$ cat src/rtl/tlc5957_pkg.sv
// tlc5957_pkg: shared word width, command/mode/state types and LAT pulse lengths
package tlc5957_pkg;
  localparam int WORD_WIDTH = 48;
  typedef enum logic [1:0] {WRTGS, LATGS, WRTFC, FCWRTEN} cmd_t;
  typedef enum logic {MODE_GS, MODE_FC} mode_t;
  typedef enum logic [1:0] {IDLE, FETCH, SHIFT, FINISH} state_t;
  localparam logic [5:0] LAT_WRTGS = 6'd1;
  localparam logic [5:0] LAT_LATGS = 6'd3;
  localparam logic [5:0] LAT_WRTFC = 6'd5;
  localparam logic [5:0] LAT_FCWRTEN = 6'd15;
  function automatic logic [5:0] lat_len(input cmd_t c);
    return c == WRTGS ? LAT_WRTGS : c == LATGS ? LAT_LATGS : c == WRTFC ? LAT_WRTFC : LAT_FCWRTEN;
  endfunction
endpackage

$ cat src/rtl/tlc5957_sclk_gen.sv
// tlc5957_sclk_gen: SCLK_FACTOR-cycle low/high phases while enabled, with strobes on the cycle before each edge
module tlc5957_sclk_gen #(
  parameter int SCLK_FACTOR = 4
) (
  input  logic clk,
  input  logic rst,
  input  logic en,
  output logic sclk,
  output logic fall_tick,
  output logic rise_tick
);
  localparam logic [7:0] LAST = 8'(SCLK_FACTOR - 1);
  logic [7:0] phase;
  logic wrap;
  always_comb begin
    wrap = en && phase == LAST;
    rise_tick = wrap && !sclk;
    fall_tick = wrap && sclk;
  end
  // dropping en always parks SCLK low with a fresh low phase
  always_ff @(posedge clk)
    if (rst || !en) begin
      phase <= '0;
      sclk <= 1'b0;
    end else begin
      phase <= wrap ? '0 : phase + 8'd1;
      sclk <= sclk ^ wrap;
    end
endmodule

$ cat src/rtl/tlc5957_tx.sv
// tlc5957_tx: serialises GS rows and FC writes onto a TLC5957 chain (SCLK/SIN/LAT)
module tlc5957_tx
  import tlc5957_pkg::*;
#(
  parameter int SCLK_FACTOR = 4,
  parameter int NB_LEDS_PER_GROUP = 16
) (
  input  logic                  clk,
  input  logic                  rst,
  input  logic                  start,
  input  logic                  mode,
  input  logic                  s_valid,
  input  logic [WORD_WIDTH-1:0] s_data,
  output logic                  s_ready,
  output logic                  SCLK,
  output logic                  SIN,
  output logic                  LAT,
  output logic                  busy,
  output logic                  done
);
  localparam int WW = $clog2(NB_LEDS_PER_GROUP) + 1;
  localparam logic [WW-1:0] LAST_GS = WW'(NB_LEDS_PER_GROUP - 1);
  state_t state, state_n;
  cmd_t cmd, cmd_n;
  mode_t md, md_n;
  logic [5:0] bit_cnt, bit_n;
  logic [WW-1:0] word, word_n;
  logic [WORD_WIDTH-1:0] sr, sr_n;
  logic lat_n, fall_tick, rise_tick, last_word;

  tlc5957_sclk_gen #(.SCLK_FACTOR(SCLK_FACTOR)) u_sclk (
    .clk(clk),
    .rst(rst),
    .en(state == SHIFT),
    .sclk(SCLK),
    .fall_tick(fall_tick),
    .rise_tick(rise_tick)
  );

  assign SIN = sr[WORD_WIDTH-1];
  assign s_ready = state == FETCH;
  assign busy = state != IDLE;
  assign done = state == FINISH;

  // bit_cnt counts completed rising edges, so a falling tick with bit_cnt==0 marks the word end
  always_comb begin
    state_n = state;
    cmd_n = cmd;
    md_n = md;
    bit_n = bit_cnt;
    word_n = word;
    sr_n = sr;
    lat_n = state == SHIFT ? LAT : 1'b0;
    last_word = md == MODE_FC ? word == WW'(1) : word == LAST_GS;
    case (state)
      IDLE:
        if (start) begin
          md_n = mode ? MODE_FC : MODE_GS;
          word_n = '0;
          sr_n = '0;
          state_n = mode ? SHIFT : FETCH;
          cmd_n = mode ? FCWRTEN : (NB_LEDS_PER_GROUP == 1 ? LATGS : WRTGS);
        end
      FETCH:
        if (s_valid) begin
          sr_n = s_data;
          state_n = SHIFT;
        end
      SHIFT: begin
        if (rise_tick) bit_n = bit_cnt == 6'd47 ? 6'd0 : bit_cnt + 6'd1;
        if (fall_tick) begin
          sr_n = sr << 1;
          if (bit_cnt == 6'd0) begin
            state_n = last_word ? FINISH : FETCH;
            word_n = last_word ? word : word + WW'(1);
            cmd_n = md == MODE_FC ? WRTFC : (word + WW'(1) == LAST_GS ? LATGS : WRTGS);
          end
          lat_n = state_n == SHIFT && bit_cnt >= 6'd48 - lat_len(cmd);
        end
      end
      default: state_n = IDLE;
    endcase
  end

  always_ff @(posedge clk)
    if (rst) begin
      state <= IDLE;
      cmd <= WRTGS;
      md <= MODE_GS;
      bit_cnt <= '0;
      word <= '0;
      sr <= '0;
      LAT <= 1'b0;
    end else begin
      state <= state_n;
      cmd <= cmd_n;
      md <= md_n;
      bit_cnt <= bit_n;
      word <= word_n;
      sr <= sr_n;
      LAT <= lat_n;
    end
endmodule

$ cat config.mk
export PLATFORM = sky130hd
export DESIGN_NAME = tlc5957_tx
export DESIGN_NICKNAME = d
export VERILOG_FILES = /design/src/rtl/tlc5957_pkg.sv /design/src/rtl/tlc5957_sclk_gen.sv /design/src/rtl/tlc5957_tx.sv
export SDC_FILE = /design/constraint.sdc
export NUM_CORES = 1
export LEC_CHECK = 0
export ABC_AREA = 1
export CAP_MARGIN = 25
export CELL_PAD_IN_SITES_DETAIL_PLACEMENT = 1
export CELL_PAD_IN_SITES_GLOBAL_PLACEMENT = 1
export CORE_MARGIN = 2
export CORE_UTILIZATION = 39
export CTS_CLUSTER_SIZE = 14
export DETAILED_ROUTE_END_ITERATION = 16
export PLACE_DENSITY = 0.87
export SETUP_SLACK_MARGIN = 0.02
export SYNTH_ARGS = -nofsm -noshare
export SYNTH_HDL_FRONTEND = slang
export SYNTH_SLANG_ARGS = --single-unit
export TNS_END_PERCENT = 100
$ cat constraint.sdc
create_clock -name clk -period 2.67 [get_ports clk]
set_input_delay 0.534 -clock clk [delete_from_list [all_inputs] [get_ports clk]]
set_output_delay 0.534 -clock clk [all_outputs]
set_load 0.05 [all_outputs]
---- Word-level counts from Yosys, hierarchy flattened ----
Index checks and enable logic that the tools add are counted.
W data, S select, Z words.
operators by class
  add/subtract/negate cells ............... 4
  multipliers ............................. 0
  div/mod/pow operators ................... 0
  order comparisons ....................... 1
  equality and inequality tests ........... 16
  shift operators ......................... 0
  muxes and demuxes ....................... 34
  bitwise logic cells ..................... 1
  reduce and logical (&&, ||, !) cells .... 20
operators with widths
  operator               count
  $mux W48               3
  $pmux W48 S3           1
  $mux W2                13
  $mux W5                4
  $mux W4                3
  $eq A5 B4 Y1 const B   2
  $ne A2 B2 Y1 const B   5
  $pmux W5 S2            1
  $add A8 B1 Y8 const B  1
  $eq A2 B2 Y1 const B   4
  $eq A8 B2 Y1 const B   1
  $reduce_and A4 Y1      2
  $add A6 B1 Y6 const B  1
  $eq A6 B6 Y1 const B   1
  $ge A6 B6 Y1           1
  $logic_not A6 Y1       1
  $mux W1                6
  $mux W6                1
  $pmux W2 S3            1
  $sub A5 B5 Y6 const A  1
  $add A5 B1 Y5 const B  1
  $eq A5 B1 Y1 const B   1
  $reduce_and A5 Y1      1
  $eq A2 B1 Y1 const B   2
  other kinds (11)       18
storage, ports and cells
  flip-flop bits (word level) ............. 74
  latch bits .............................. 0
  bits in writable memories ............... 0
  bits in read-only memories .............. 0
  bits of input ports ..................... 53
  output and inout port bits .............. 6
  word-level logic and storage cells ...... 85
  memories kept ........................... 0

---- Longest topological paths before layout ----
Gate-level depths: netlist of the first run.
  depth after elaboration ................. 10
  mapped depth ............................ 17

---- Hierarchy ----
From an unflattened synthesis of the first run, not the netlist that was laid out.
unflattened totals
  cell total of the unflattened synthesis .. 500
  area total of the unflattened synthesis .. 3887.5 um2
by module, submodules not included
  module            times used  cells an instance  area each (um2)  sequential area each (um2)
  tlc5957_tx        1           433                3398.3           1301.2
  tlc5957_sclk_gen  1           67                 489.2            180.2

---- Worst setup path before layout of the first run ----
No wires, ideal clock.
  path type ............................... reg-to-reg
  start point ............................. register state[0]
  end point ............................... register sr[13]
  data arrival time ....................... 1974 ps
  slack ................................... 622 ps
  cell stages (with the launch flop) ...... 18
  clock period less this slack ............ 2048 ps
  cells stage by stage .................... dfxtp_1 -> inv_1 -> ha_1 -> inv_1 -> nor3_1 -> nand4_1 -> inv_1 -> ha_1 -> inv_1 -> nand2_2 -> nand2_2 -> inv_2 -> o211ai_4 -> inv_4 -> buf_8 -> buf_8 -> o21ai_1 -> a31oi_1
between the ends
  word-level cells in the longest chain between the ends .. 5
  elaborated cells on any way between the ends .. 11
  classes of those cells .................. eq/ne (5); mux (1); reduce/logical (5)
RTL lines
  item                         line                                RTL
  start, declared              tlc5957_tx.sv:23                    state_t state, state_n;
  start signal, assigned       tlc5957_tx.sv:95                    state <= state_n;
  $eq A2 B2 Y1                 tlc5957_tx.sv:34, tlc5957_tx.sv:55
  $logic_and A1 B1 Y1          tlc5957_sclk_gen.sv:16              wrap = en && phase == LAST;
  $logic_and A1 B1 Y1          tlc5957_sclk_gen.sv:18              fall_tick = wrap && sclk;
  $ne A2 B2 Y1 (no line)       n/a
  $reduce_and A4 Y1 (no line)  n/a
  end signal, assigned         tlc5957_tx.sv:100                   sr <= sr_n;
  end, declared                tlc5957_tx.sv:28                    logic [WORD_WIDTH-1:0] sr, sr_n;
Several ways; a longest one is shown, not always the timed one.
A chain may end at the register's enable or synchronous reset.

---- Worst setup path after layout of the first run ----
  start point ............................. register state[1]
  end point ............................... output s_ready
between the ends
  word-level cells in the longest chain between the ends .. 1
RTL lines
  item           line              RTL
  $eq A2 B1 Y1   tlc5957_tx.sv:41  assign s_ready = state == FETCH;
  end, declared  tlc5957_tx.sv:14  output logic s_ready,
Every way passes these cells.

==> results.toml, run 1 <==
[yosys]
yosysTopAreaCell = "dfxtp_1"
synth_cells = 487
ys_seq_area_share_pct = 41.0
yosys-top-cells-area = "dfxtp_1, nand2_1, a31oi_1, nand3_1, o21ai_0"
synth-async-reset-ratio_pct = 0
synth_cell_types = 30
syn_area_per_cell_sq_um = 7.43
synth_top_area_share_pct = 41.0
ys.flop_type = "dfxtp_1"
netlist_area_sq_um = 3620
ys_ff_latch = 74
synth_nets = 554
synth-edff-count = 0
yosysWarnings = 0

[critical_path]
startpoint_type = "flip-flop"
crit_chain = "inv_1 -> ha_1 -> clkdlybuf4s50_1"
path_max_fanout = 5
critPathLaunch = "state[1]"
rr_startpoint = "state[0]"
cp_slowest_stage_delay_ns = 0.86
worst_setup_path_end_kind = "output port"
crit_arrival_ns = 2.00
worstSetupPathType = "reg -> out"
worst_ep_required_time_ns = 2.14
crit_path_top_delay_cell = "clkdlybuf4s50_1"
path_delay_family = "buffers and inverters"
crit_buf_inv = 2

[clock_network]
cts_setup_buffers = 0
cts_root_buffer = "clkbuf_8"
clk_latency_ns = 0.36
cts_made_buffers = 9
clockBufferDepth = 2
ctsHoldBuffers = 0
clk_pin_slew_ns = 0.09
cts.htree.levels = 3
cts_tree = "done"
cts_sinks = 74

[finish]
antenna_cells = 0
final_area_sq_um = 4490
drive_gt1_share_pct = 6.53
layout_commonest_cell = "nand2_1"
nets = 598
area_delta_synth_final_pct = 24.2
final_cell_mix = "nand2_1, dfxtp_1, nand3_1, clkdlybuf4s50_1, o21ai_0"

[global_route]
grt_pass1_wl_microns = 16400
grt_pass1_vias = 3578
grt_usage_pct = 20.2
grt_overflow_total = 0
grt_max_degree = 56
antenna_found_initial = 0

[sta]
max_freq_mhz = 395
post-route-min-period_ns = 2.53
hold-worst-slack_ns = 0.476
slew_viol_final = 0
min_period_over_period_pct = 94.8
setup_tns_ns = 0
report.final.setup_viol = 0
hold_viol = 0
max_slew.worst_pin.slew_ns = 0.621
skew_ns = 0.0137
slew-limit-headroom_pct = 58.6
rsz0062_at_grt = "false"

[hold_path]
worstHoldStart = "sr[8]"
hp-class = "reg -> reg"

[drt]
vias_per_cell = 5.38
vias = 3482
route.detailed.wl_per_inst_microns = 15.0
drt_first_pass_iters = 4
remaining_drc_errors = 0
ant_nets = 0
drt-initial-drc-count = 140
routed_wl_microns = 9720

[floorplanning]
core_sq_um = 9110
num_rows = 35
die_h_microns = 100
start_util_pct = 39.7
die_w_microns = 100
ioPinCount = 59
die-area_sq_um = 10100

[place]
io_buffers = 58
dp_hpwl_microns = 6470
routabilityCongestion = 0.786
post_dp_cell_area_sq_um = 4240

[run]
maxCapViolCount = 0

[status]
outcome = "complete, no violations"

[pwr]
p_leak_nw = 1.63
power_density_nw_per_um2 = 1090
ir_worst_vdd_v = 0.000490
## through the flow
| stage | instances | worst slack [ns] | total power, mW | util (%) |
|---|---|---|---|---|
| 2_1_floorplan | 487 | 0.622 | 3.35 | - |
| 3_3_place_gp | 631 | 0.457 | 3.67 | 46.5 |
| 3_5_place_dp | 631 | 0.255 | 3.78 | 46.5 |
| 4_1_cts | 647 | 0.0512 | 4.89 | 49.3 |
| 5_1_grt | 647 | 0.0476 | 5.24 | 49.3 |
| 6_report | 647 | 0.140 | 4.88 | 49.3 |
## tightest hold or removal path: stages, from the launching register on
cell     delay, ns
dfxtp_1       0.31
nand3_1       0.06
a31oi_1       0.08
## sequential cells by signal, summed over array words and instances, names as in the netlist, 2 cells and up
register,count
sr,48
word,5
cmd,2
state,2
bit_cnt,6
u_sclk.phase,8
## cell usage after synthesis, types with 3 or more instances
| master | instances |
|---|---|
| nand2_1 | 92 |
| dfxtp_1 | 74 |
| nand3_1 | 57 |
| o21ai_0 | 54 |
| a31oi_1 | 48 |
| inv_1 | 34 |
| nor2_1 | 27 |
| a21oi_1 | 19 |
| clkbuf_1 | 17 |
| ha_1 | 14 |
| buf_2 | 8 |
| nor3_1 | 6 |
| buf_6 | 5 |
| nand4_1 | 5 |
| nand2_2 | 4 |
| o21ai_1 | 3 |
| xor2_1 | 3 |
## layout make-up
cell class,instances,area (sq um)
clock buffer,9,124
fill,1167,4620
clock inverter,7,124
timing repair buffer,65,673
sequential,74,1480
inverter,38,148
multi-input combinational,343,1800
tap,111,139
## path summary, 6_finish.rpt
| kind | depth (start not counted) | slack, ns | to |
|---|---|---|---|
| worst max register to register | 16 | 0.30 | sr[18] |
| worst min register to register | 2 | 0.48 | sr[9] |
| worst max-delay path | 3 | 0.14 | s_ready |
| worst min-delay path | 2 | 0.48 | sr[9] |
## repair_timing
| action | 4_1_cts | 5_1_grt |
|---|---|---|
| hold endpoints to repair | 0 | 0 |
| gates resized for setup | 0 | 2 |
| setup endpoints to repair | 0 | 5 |
## metal layers
layer  track usage (%)  vias to the layer above  routed length [microns]
met4              5.90                        0                      118
met1              24.2                     1669                     4430
li1                  -                     1757                        -
met3              5.01                       13                      287
met5                 0                        -                        0
met2              35.8                       43                     4880
## logic make-up (layout without fill, tap and decap cells)
family,Yosys count,after routing,synth area share [%]
AND/OR/NAND/NOR,198,198,24.2
AO/OA/AOI/OAI,128,128,20.0
flip-flops,74,74,41.0
buffers and inverters,70,119,9.27
adder cells (fa/ha/maj),14,14,4.84
XOR/XNOR,3,3,0.727
## where the power goes
part / internal [mW] / switching [mW]
clock: 0.629 / 0.455
combinational: 0.670 / 1.33
sequential: 1.55 / 0.256
total: 2.84 / 2.04
(Power assumes the default switching activity.)
==> run 2: changes to the inputs <==
--- a/config.mk
+++ b/config.mk
@@ -10,10 +10,11 @@
 export CELL_PAD_IN_SITES_DETAIL_PLACEMENT = 1
 export CELL_PAD_IN_SITES_GLOBAL_PLACEMENT = 1
 export CORE_MARGIN = 2
-export CORE_UTILIZATION = 39
+export CORE_UTILIZATION = 46
 export CTS_CLUSTER_SIZE = 14
 export DETAILED_ROUTE_END_ITERATION = 16
-export PLACE_DENSITY = 0.87
+export DONT_BUFFER_PORTS = 1
+export PLACE_DENSITY = 0.86
 export SETUP_SLACK_MARGIN = 0.02
 export SYNTH_ARGS = -nofsm -noshare
 export SYNTH_HDL_FRONTEND = slang
==> run 2 against run 1 <==
Total power fell by 0.98%; highest routed layer unchanged; maximum frequency up 5.9%; clock skew fell by 0.0063 ns; non-clock buffer count fell by 53; sequential share of layout area up 4.8 points; hold slack worse by 0.23 ns; critical endpoint is now sr[20]; via count decreased by 3.6%; setup slack better by 0.14 ns.
==> results.toml, run 2 (synthesized netlist as in run 1, its figures left out) <==
[status]
outcome = "complete, no violations"

[clock_network]
clk_latency_ns = 0.35
ctsHoldBuffers = 0
cts.htree.levels = 3
cts_root_buffer = "clkbuf_8"
cts_tree = "done"
clk_pin_slew_ns = 0.08
cts_sinks = 74
clockBufferDepth = 2
cts_made_buffers = 9

[pwr]
comb_power_share_pct = 42.3
switching_power_mw = 2.08
p_seq_share_pct = 37.7
power_density_nw_per_um2 = 1230
power_frac_clock_pct = 20.0
ir_worst_vdd_v = 0.000525
p_int_mw = 2.76
swShare_pct = 43.0
p_leak_nw = 1.41

[sta]
report.final.setup_viol = 0
rsz0062_at_grt = "false"
setup_tns_ns = 0
max_slew.worst_pin.slew_ns = 0.909
slew_viol_final = 0
skew_ns = 0.00741
max_freq_mhz = 419
slew-limit-headroom_pct = 39.1
hold_viol = 0
post-route-min-period_ns = 2.39
min_period_over_period_pct = 89.5

[floorplanning]
num_rows = 32
core_sq_um = 7690
ioPinCount = 59
die_w_microns = 92.7
die-area_sq_um = 8590
die_h_microns = 92.7
start_util_pct = 47.1

[drt]
remaining_drc_errors = 0
routed_wl_microns = 9550
vias = 3356
vias_per_cell = 5.73
drt-initial-drc-count = 120
ant_nets = 0
route.detailed.wl_per_inst_microns = 16.3
drt_first_pass_iters = 4

[critical_path]
crit_arrival_ns = 2.67
reg2reg_to = "sr[20]"
worst_setup_path_end_kind = "flip-flop"
rr_startpoint = "state[0]"
cp_slowest_stage_delay_ns = 0.39
worst_ep_required_time_ns = 2.95
path_max_fanout = 27
worstSetupPathType = "reg -> reg"
crit_end = "sr[20]"
cp_common_cell = "inv_1"
reg2regPathDepth = 16
startpoint_type = "flip-flop"
crit_chain = "inv_1 -> ha_2 -> inv_1 -> nor3_2 -> nand4_1 -> inv_1 -> ha_1 -> inv_1 -> nand2_2 -> nand2_2 -> inv_2 -> o211ai_4 -> inv_8 -> buf_4 -> clkbuf_16 -> a31oi_1"
crit_path_top_delay_cell = "dfxtp_1"
critPathLaunch = "state[0]"
rrSetupSlack_ns = 0.28

[finish]
fill_cells = 993
layout_commonest_cell = "nand2_1"
largest_reg_flops = 48
seq_area_sq_um = 1480
multi_input_area_sq_um = 1810
final_cell_mix = "nand2_1, dfxtp_1, nand3_1"
antenna_cells = 0
nets = 546
area_delta_synth_final_pct = 8.54
utilization_pct = 51.1
drive_gt1_share_pct = 8.47
top_regs = "sr x48, u_sclk.phase x8, bit_cnt x6"
regMostFlops = "sr"

[place]
io_buffers = 0
routabilityCongestion = 0.860
dp_hpwl_microns = 6170

[global_route]
grt_pass1_wl_microns = 15500
grt_usage_pct = 22.4
antenna_found_initial = 0
grt_max_degree = 56
grt_pass1_vias = 3332
grt_overflow_total = 0

[run]
maxCapViolCount = 0

[hold_path]
hp-class = "in -> reg"
[run 2: worst min-delay path by stage]
stage / from / end / slack (ns) / depth (start not counted)
after global placement: u_sclk.phase[0] / u_sclk.phase[0] / 0.45 / 1
after global routing: rst / state[0] / 0.23 / 1
after floorplan: u_sclk.phase[0] / u_sclk.phase[0] / 0.43 / 1
after detailed placement: u_sclk.phase[0] / u_sclk.phase[0] / 0.47 / 1
final: rst / word[2] / 0.24 / 1
after CTS: rst / word[2] / 0.23 / 1
[run 2: layout make-up]
type / count / area share, %
clock buffer: 10 / 3.25
timing repair inverter: 1 / 0.159
sequential: 74 / 37.7
timing repair buffer: 12 / 3.44
inverter: 38 / 3.82
tap: 102 / 3.25
multi-input combinational: 343 / 46.0
clock inverter: 6 / 2.29
[run 2: metal layers]
metal,vias to the layer above,GRT usage [%],routed length (microns)
met5,-,0,0
met4,0,9.44,148
met3,11,4.56,341
met2,53,37.0,4640
met1,1636,28.5,4420
li1,1656,-,-
[run 2: timing repair]
item,in CTS,in global routing
resized for setup,0,7
endpoints found under the setup margin,0,37
buffers inserted,0,2
[run 2: power by group through the flow]
stage,registers (mW),logic [mW],clock network [mW]
3_5_place_dp,1.83,1.80,0
2_1_floorplan,1.76,1.59,0
6_report,1.82,2.05,0.965
4_1_cts,1.82,1.81,0.984
3_3_place_gp,1.81,1.70,0
5_1_grt,1.88,2.27,1.03
[run 2: critical path: cells and delay by family (launching register included)]
kind / cells / cell delay, ns
compound gates: 2 / 0.31
fa+ha+maj: 2 / 0.38
buf+inv: 8 / 0.92
flops: 1 / 0.39
simple gates: 4 / 0.32
[run 2: per-stage QoR]
stage	std cells	total power [mW]	hold WS [ns]	cell area, sq um	setup slack, ns
finish	586	4.83	0.244	3930	0.281
global route	586	5.18	0.230	3930	0.0480
CTS	582	4.61	0.226	3850	0.0766
detailed placement	566	3.63	0.470	3640	0.0896
global placement	566	3.51	0.449	3640	0.334
floorplan	487	3.35	0.430	3620	0.622
==> run 3: changes to the inputs <==
--- a/config.mk
+++ b/config.mk
@@ -11,7 +11,7 @@
 export CELL_PAD_IN_SITES_GLOBAL_PLACEMENT = 1
 export CORE_MARGIN = 2
 export CORE_UTILIZATION = 46
-export CTS_CLUSTER_SIZE = 14
+export CTS_CLUSTER_SIZE = 12
 export DETAILED_ROUTE_END_ITERATION = 16
 export DONT_BUFFER_PORTS = 1
 export PLACE_DENSITY = 0.86
==> results of run 3 <==
Final layout, timing and power as in run 2 (identical DEF).
